**src/rtl/sd_block_server.sv**
```systemverilog
// Host-side responder for the sd_rd/sd_wr block handshake, backed by a byte-wide req/ready memory port.
// Optional: define SD_TRACE_EN for per-transfer trace prints under SIMULATION.
module sd_block_server #(
    parameter int VDNUM     = 3,
    parameter int BLK_BITS  = 9,
    parameter int ACK_DELAY = 4,
    parameter int GAP       = 2
) (
    input  logic                    clk_sys,
    input  logic                    reset,
    input  logic [32*VDNUM-1:0]     sd_lba_flat,
    input  logic [VDNUM-1:0]        sd_rd,
    input  logic [VDNUM-1:0]        sd_wr,
    output logic [VDNUM-1:0]        sd_ack,
    output logic [BLK_BITS-1:0]     sd_buff_addr,
    output logic [7:0]              sd_buff_dout,
    output logic                    sd_buff_wr,
    input  logic [8*VDNUM-1:0]      sd_buff_din_flat,
    output logic [VDNUM-1:0]        img_mounted,
    output logic [63:0]             img_size,
    output logic                    img_readonly,
    input  logic                    mount_stb,
    input  logic [3:0]              mount_drive,
    input  logic [63:0]             mount_size,
    input  logic                    mount_ro,
    output logic                    mem_req,
    output logic                    mem_we,
    output logic [3:0]              mem_drive,
    output logic [32+BLK_BITS-1:0]  mem_addr,
    output logic [7:0]              mem_wdata,
    input  logic [7:0]              mem_rdata,
    input  logic                    mem_ready
);

    typedef enum logic [3:0] {
        IDLE, ACK_WAIT, RD_FETCH, RD_PUSH, WR_ADDR, WR_SAMPLE, WR_STORE, DONE, GAP_WAIT
    } state_t;

    typedef struct packed {
        logic [3:0]  drv;
        logic [31:0] lba;
        logic        rd;
        logic        valid;
        logic        ro;
    } req_t;

    state_t                    state;
    req_t                      cur;
    req_t                      arb;
    logic                      arb_hit;
    logic [7:0]                cnt;
    logic [BLK_BITS-1:0]       offset;
    logic [VDNUM-1:0]          mounted;
    logic [VDNUM-1:0]          ro_tab;
    logic [VDNUM-1:0][63:0]    size_tab;
    logic [VDNUM-1:0]          drv_hot;
    logic [7:0]                din_sel;
    logic                      last;

    // Descending scan so the lowest requesting drive is the one left standing.
    always_comb begin
        arb_hit = 1'b0;
        arb     = '0;
        drv_hot = '0;
        din_sel = '0;
        for (int i = VDNUM - 1; i >= 0; i--) begin
            if (sd_rd[i] || sd_wr[i]) begin
                arb_hit   = 1'b1;
                arb.drv   = 4'(i);
                arb.lba   = sd_lba_flat[32*i +: 32];
                arb.rd    = sd_rd[i];
                arb.valid = mounted[i] &&
                            ((({32'd0, sd_lba_flat[32*i +: 32]} + 64'd1) << BLK_BITS) <= size_tab[i]);
                arb.ro    = ro_tab[i];
            end
        end
        for (int i = 0; i < VDNUM; i++) begin
            if (cur.drv == 4'(i)) begin
                drv_hot[i] = 1'b1;
                din_sel    = sd_buff_din_flat[8*i +: 8];
            end
        end
    end

    assign last         = &offset;
    assign sd_buff_addr = offset;
    assign mem_addr     = {cur.lba, offset};
    assign mem_drive    = cur.drv;

    always_ff @(posedge clk_sys) begin
        if (reset) begin
            state        <= IDLE;
            cur          <= '0;
            cnt          <= '0;
            offset       <= '0;
            sd_ack       <= '0;
            sd_buff_dout <= '0;
            sd_buff_wr   <= 1'b0;
            mem_req      <= 1'b0;
            mem_we       <= 1'b0;
            mem_wdata    <= '0;
        end else begin
            sd_buff_wr <= 1'b0;
            case (state)
                IDLE: begin
                    if (arb_hit) begin
                        cur    <= arb;
                        cnt    <= '0;
                        offset <= '0;
                        state  <= ACK_WAIT;
                    end
                end
                ACK_WAIT: begin
                    if (cnt == 8'(ACK_DELAY - 1)) begin
                        sd_ack <= drv_hot;
                        state  <= cur.rd ? RD_FETCH : WR_ADDR;
                    end else begin
                        cnt <= cnt + 8'd1;
                    end
                end
                RD_FETCH: begin
                    if (!cur.valid) begin
                        sd_buff_dout <= 8'h00;
                        sd_buff_wr   <= 1'b1;
                        state        <= RD_PUSH;
                    end else if (!mem_req) begin
                        mem_req <= 1'b1;
                        mem_we  <= 1'b0;
                    end else if (mem_ready) begin
                        mem_req      <= 1'b0;
                        sd_buff_dout <= mem_rdata;
                        sd_buff_wr   <= 1'b1;
                        state        <= RD_PUSH;
                    end
                end
                RD_PUSH: begin
                    offset <= offset + 1'b1;
                    state  <= last ? DONE : RD_FETCH;
                end
                // Client buffer has one cycle of read latency: present address, then sample.
                WR_ADDR:   state <= WR_SAMPLE;
                WR_SAMPLE: begin
                    mem_wdata <= din_sel;
                    state     <= WR_STORE;
                end
                WR_STORE: begin
                    if (!cur.valid || cur.ro) begin
                        offset <= offset + 1'b1;
                        state  <= last ? DONE : WR_ADDR;
                    end else if (!mem_req) begin
                        mem_req <= 1'b1;
                        mem_we  <= 1'b1;
                    end else if (mem_ready) begin
                        mem_req <= 1'b0;
                        mem_we  <= 1'b0;
                        offset  <= offset + 1'b1;
                        state   <= last ? DONE : WR_ADDR;
                    end
                end
                DONE: begin
                    sd_ack <= '0;
                    cnt    <= '0;
                    state  <= (GAP == 0) ? IDLE : GAP_WAIT;
                end
                GAP_WAIT: begin
                    if (cnt == 8'(GAP - 1)) state <= IDLE;
                    else                    cnt   <= cnt + 8'd1;
                end
                default: state <= IDLE;
            endcase
        end
    end

    // Mount path runs independently of the transfer FSM; out-of-range drives match no entry.
    always_ff @(posedge clk_sys) begin
        if (reset) begin
            mounted      <= '0;
            ro_tab       <= '0;
            size_tab     <= '0;
            img_mounted  <= '0;
            img_size     <= '0;
            img_readonly <= 1'b0;
        end else begin
            img_mounted <= '0;
            for (int i = 0; i < VDNUM; i++) begin
                if (mount_stb && mount_drive == 4'(i)) begin
                    size_tab[i]    <= mount_size;
                    ro_tab[i]      <= mount_ro;
                    mounted[i]     <= |mount_size;
                    img_mounted[i] <= 1'b1;
                    img_size       <= mount_size;
                    img_readonly   <= mount_ro;
                end
            end
        end
    end

`ifdef SD_TRACE_EN
    logic [31:0] trc_cyc;
    logic [31:0] trc_xfers;

    always_ff @(posedge clk_sys) begin
        if (reset) begin
            trc_cyc   <= '0;
            trc_xfers <= '0;
        end else begin
            trc_cyc <= trc_cyc + 32'd1;
            if (state == IDLE && arb_hit) begin
                trc_cyc   <= '0;
                trc_xfers <= trc_xfers + 32'd1;
            end
        end
    end

`ifdef SIMULATION
    always_ff @(posedge clk_sys) begin
        if (!reset && state == IDLE && arb_hit)
            $display("SDSRV: drv=%0d lba=%0d %s valid=%0d xfer=%0d",
                     arb.drv, arb.lba, arb.rd ? "rd" : "wr", arb.valid, trc_xfers + 32'd1);
        if (!reset && state == DONE)
            $display("SDSRV: done drv=%0d cycles=%0d xfer=%0d", cur.drv, trc_cyc, trc_xfers);
    end
`endif
`endif

endmodule

```
**config.mk**
```make
export PLATFORM = sky130hd
export DESIGN_NAME = sd_block_server
export DESIGN_NICKNAME = d
export VERILOG_FILES = /design/src/rtl/sd_block_server.sv
export SDC_FILE = /design/constraint.sdc
export NUM_CORES = 1
export LEC_CHECK = 0
export BUFFER_PORTS_ARGS = -buffer_cell sky130_fd_sc_hd__buf_2
export CAP_MARGIN = 0
export CORE_ASPECT_RATIO = 0.8
export CORE_MARGIN = 4
export CORE_UTILIZATION = 56
export DETAILED_ROUTE_END_ITERATION = 12
export PLACE_DENSITY = 0.81
export SYNTH_ARGS = -nofsm -noshare
export SYNTH_HDL_FRONTEND = slang
export SYNTH_SLANG_ARGS = --single-unit
```
**constraint.sdc**
```tcl
create_clock -name clk_sys -period 5.45 [get_ports clk_sys]
set_input_delay 1.3625 -clock clk_sys [delete_from_list [all_inputs] [get_ports clk_sys]]
set_output_delay 1.3625 -clock clk_sys [all_outputs]
set_load 0.01 [all_outputs]
```
After elaboration in Yosys (flattened, before gate mapping)
Index checks and enable logic that the tools add are counted.
Widths: inputs -> output; s select.

cells by class
  add/subtract/negate cells = 5
  order comparisons = 3
  equality and inequality tests = 29
  mux-type cells = 62
  bitwise gates (word level) = 1
  reduce and logical (&&, ||, !) cells = 30

operator list
  cell                   count
  $le 42x64->1           3
  $mux 64                3
  $mux 37                3
  $add 32x1->33 const B  3
  $mux 8                 9
  $reduce_or 64->1       1
  $mux 4                 9
  $mux 9                 4
  $pmux 4 s9             1
  $pmux 8 s4             1
  $pmux 9 s3             1
  $mux 1                 24
  $ne 2x2->1 const B     10
  $eq 4x2->1 const B     4
  $eq 4x3->1 const B     4
  $ne 3x3->1 const B     5
  $eq 4x1->1 const B     3
  $logic_not 4->1        3
  $add 9x1->9 const B    1
  $mux 3                 3
  $reduce_and 9->1       1
  $add 8x1->8 const B    1
  $eq 8x1->1 const B     1
  $eq 8x2->1 const B     1
  other kinds (17)       31

word-level totals
  flip-flop bits (word level) = 348
  logic and storage cells = 156

Longest topological paths before layout
  depth in word-level cells = 6
  gate-level depth with buffers = 17
  gate-level depth less buffers = 17

Worst setup path after synthesis
Ideal clock, no wire load.

  path kind = input -> register
  from = input sd_lba_flat[34]
  to = register cur[1] in the netlist's numbering
  setup time = 131 ps
  data arrival time = 4,318 ps
  data required time = 5,319 ps
  path slack = 1,001 ps
  cell stages on the path = 16
  path buffers = 0
  cells stage by stage = and4_1 -> and3_2 -> and3_4 -> nand4_2 -> nor2_1 -> and4_1 -> nand2_1 -> xnor2_1 -> ha_1 -> and3_1 -> nand3_1 -> or4_4 -> nor3_2 -> a21oi_1 -> a311oi_1 -> o41ai_2

on the way
  word-level cells in the longest chain between the ends = 5

ends and longest elaborated chain
  item                   RTL line  RTL
  from (decl)            11        input logic [32*VDNUM-1:0] sd_lba_flat,
  $add 32x1->33          73        ((({32'd0, sd_lba_flat[32*i +: 32]} + 64'd1) << BLK_BITS) <= size_tab[i]);
  $le 42x64->1           73
  $logic_and 1x1->1      72        arb.valid = mounted[i] &&
  $mux 37 (2 in series)  67        if (sd_rd[i] || sd_wr[i]) begin
  to (signal assigned)   107       cur <= arb;
  to (decl)              48        req_t cur;

Every way passes these cells.
A chain may end at the register's enable or synchronous reset.

Worst setup path in the final report
  from = input sd_lba_flat[64]
  to = register cur[1] in the netlist's numbering

on the way
  word-level cells in the longest chain between the ends = 6

ends and longest elaborated chain
  item                   RTL line
  $add 32x1->33          73
  $le 42x64->1           73
  $logic_and 1x1->1      72
  $mux 37 (3 in series)  67

Every way passes these cells.

==> impl_metrics.ini <==
[run_status]
outcome = finished, final reports clean

[placement]
placedInstanceArea_um2 = 19400
routabilityCongestion = 0.924
place.port_buffers = 348
dp_hpwl_mm = 40.9

[setup_path]
cp_slowest_cell = nor4_1
path_cells = buf_2 > ha_1 > nand4_1 > nor2_1 > and4_1 > nor2b_1 > nand2b_1 > nor2_1 > nand3_1 > xnor2_1 > ha_1 > nand4_1 > nor4_1 > o31ai_1 > o211ai_1 > a21oi_1 > a311oi_1 > o41ai_2
cp-start-kind = primary input
worst-path-max-fanout = 5
crit_arrival_ns = 5.13
max_stage_delay_ns = 0.60
worstPathRequired_ns = 5.84
rrSetupSlack_ns = 2.59
end_kind = register
critPathKind = in -> reg

[timing]
min_period_ns = 4.74
max_freq_mhz = 211
finalCritPeriodShare_pct = 86.9
relSlewSlack_pct = 11.9
hold_viol_final = 0
rsz0062_at_grt = false
hold_ws_ns = 0.451
tightest_slew_ns = 1.32
skew_ns = 0.00816
setup-tns-final_ns = 0
final-max-slew-violation-count = 0
setup_viol = 0

[global_routing]
grt_util_all_layers_pct = 31.2
overflow = 0
grt_pass1_wl_mm = 88.9
grt_max_degree = 133
grt_pass1_vias = 16500
antenna_found_initial = 0

[finish]
seq_area_um2 = 6930
diodes = 0
drive_gt1_share_pct = 17.8
n_fill_cell = 2749
layout.nets = 2882
final_area_um2 = 20700
area_delta_synth_final_pct = 16.7
multi_input_area_um2 = 9580

[detailed_routing]
wl_per_cell_um = 18.7
wirelength_mm = 56.4
first_pass_iters = 8
ant_nets = 0
num_vias = 17400
drcViolationCount = 0
vias_per_cell = 5.77
dr.first_iter.drc_count = 1683

[floorplanning]
num_rows = 58
start_util_pct = 56.6
io_pins = 351
core_area_um2 = 31400
die_h_um = 167
die_area_um2 = 34600
die_w_um = 207

[synthesis]
yosysWarnings = 0
synth.avg_cell_area_um2 = 7.61
async_flop_share_pct = 0
syn_inst = 2333
ys_seq_elements = 346
dominantRegCellSynth = dfxtp_1
yosysSeqAreaShare_pct = 39.0
synth-edff-count = 0
synth_cell_type_count = 68
netlist_area_um2 = 17700

[cts]
root_buffer = clkbuf_16
cts_tree = built
post_cts_resized = 0
clock_sinks = 346
h-tree-depth = 2
cts_max_path_buffers = 3
numCtsBuffers = 37
clkTransAtPathRegs_ns = 0.06
ctsHoldBuffers = 0
cts_setup_buffers = 0
clock_latency_ns = 0.54

[job]
drv_cap = 0

[pwr]
powerDensity_nw_per_um2 = 339
switching_share_pct = 30.5
switchingPower_mw = 2.14
comb_power_share_pct = 20.8
p_int_mw = 4.87
p_leak_nw = 8.11
power_frac_seq_pct = 40.4
vdd_drop_max_mv = 0.217
clock_power_share_pct = 38.8

[worst_hold_path]
hold_class = reg -> reg
[power by group through the flow]
stage	Clock [mW]	Combinational, mW	Sequential, mW
floorplan	0	1.07	2.84
global placement	0	1.39	2.88
detailed placement	0	1.43	2.89
CTS	2.75	1.44	2.83
global route	2.87	1.60	2.86
finish	2.72	1.46	2.84
[state kept, by name, indices dropped and copies added (netlist names), 2 cells and up]
name,flops
mem_drive,2
state,4
sd_buff_dout,8
ro_tab,3
cnt,8
cur,3
mounted,3
sd_buff_addr,9
mem_wdata,8
size_tab,192
sd_ack,3
mem_addr,32
img_size,64
img_mounted,3
[stage by stage]
step                      utilization [%]  setup slack, ns  power [mW]  std cells
after floorplan                         -             1.00        3.91       2334
after global placement               61.8            0.396        4.27       2950
after detailed placement             61.8            0.209        4.31       2950
after CTS                            66.0            0.783        7.02       3018
after global routing                 66.0            0.399        7.33       3018
final                                66.0            0.713        7.01       3018
[area by class of cell]
| type | instances | share of cell area [%] |
|---|---|---|
| Sequential cell | 346 | 33.5 |
| Tap cell | 420 | 2.54 |
| Multi-Input combinational cell | 1703 | 46.3 |
| Inverter | 112 | 2.03 |
| Timing Repair Buffer | 369 | 9.28 |
| Clock buffer | 50 | 5.05 |
| Clock inverter | 18 | 1.35 |
[critical path: cells and delay by family]
kind / cells / cell delay (ns)
adder cells (fa/ha/maj): 2 / 0.52
buffers and inverters: 1 / 0.13
AND/OR/NAND/NOR: 9 / 2.12
AO/OA/AOI/OAI: 5 / 0.85
XOR/XNOR: 1 / 0.14
[layout by cell type (no fill, tap or decap), types with 4 or more instances in the layout]
cell,n
a21oi_1,335
clkinv_2,5
nor2_1,149
nand2_1,605
inv_1,112
xor2_1,34
clkbuf_16,38
buf_4,20
a221oi_1,21
nand2b_1,6
clkbuf_8,5
or4_1,4
nor2b_1,6
o21ai_0,21
or3_1,5
buf_2,347
a211oi_1,36
clkbuf_1,7
nor4_1,38
mux2i_1,12
ha_1,106
bufinv_16,6
a21o_1,8
nor3_1,26
nand4_1,40
nor3_2,6
clkinvlp_4,4
a222oi_1,17
dfxtp_1,346
and4_1,13
nand3_1,59
xnor2_1,69
a22oi_1,6
and3_1,18
[kinds of logic (layout without fill, tap and decap cells)]
kind of cell               count (synthesis)  in the layout  share of synthesized area, %
AOI/OAI and AO/OA                        469            469                          15.3
xor gates and xnor gates                 103            103                          5.08
adders and majority gates                106            106                          7.47
buffers and inverters                    285            549                          7.16
DFF                                      346            346                          39.0
muxes                                     12             12                         0.677
other                                      1              2                        0.0211
and+or+nand+nor                         1011           1011                          25.3
[synth_stat cells, drive strengths merged (9+ instances only)]
cell type  count  area, um^2
a211oi        36         270
a21oi        337        1690
nor3          34         218
buf           66         448
inv          112         420
nand3         59         295
nor2         151         569
and3          21         143
clkbuf       107         402
xnor2         69         604
a221oi        21         184
nand4         42         275
mux2i         12         120
nand2        606        2270
a222oi        17         170
o21ai         22         110
xor2          34         298
a21o           9        67.6
ha           106        1330
and4          14         125
dfxtp        346        6930
nor4          41         284
[path summary, 6_finish.rpt]
path,from,cells after the start,to
worst min-delay path,img_size[37]$_SDFFE_PP0P_,2,img_size[37]$_SDFFE_PP0P_
worst min register to register,img_size[37]$_SDFFE_PP0P_,2,img_size[37]$_SDFFE_PP0P_
worst max register to register,state[1]$_SDFFE_PP0P_,4,mem_addr[37]$_SDFFE_PP0P_
worst max-delay path,sd_lba_flat[64],18,cur[1]$_SDFFE_PP0P_
[layer usage]
layer / up-vias / wire (um) / GRT usage (%)
li1: 8369 / - / -
met1: 8241 / 24900 / 44.0
met2: 730 / 26000 / 50.9
met3: 84 / 4260 / 4.29
met4: 0 / 1210 / 7.90
met5: - / 0 / 0
Power figures use the tool's default switching activity.
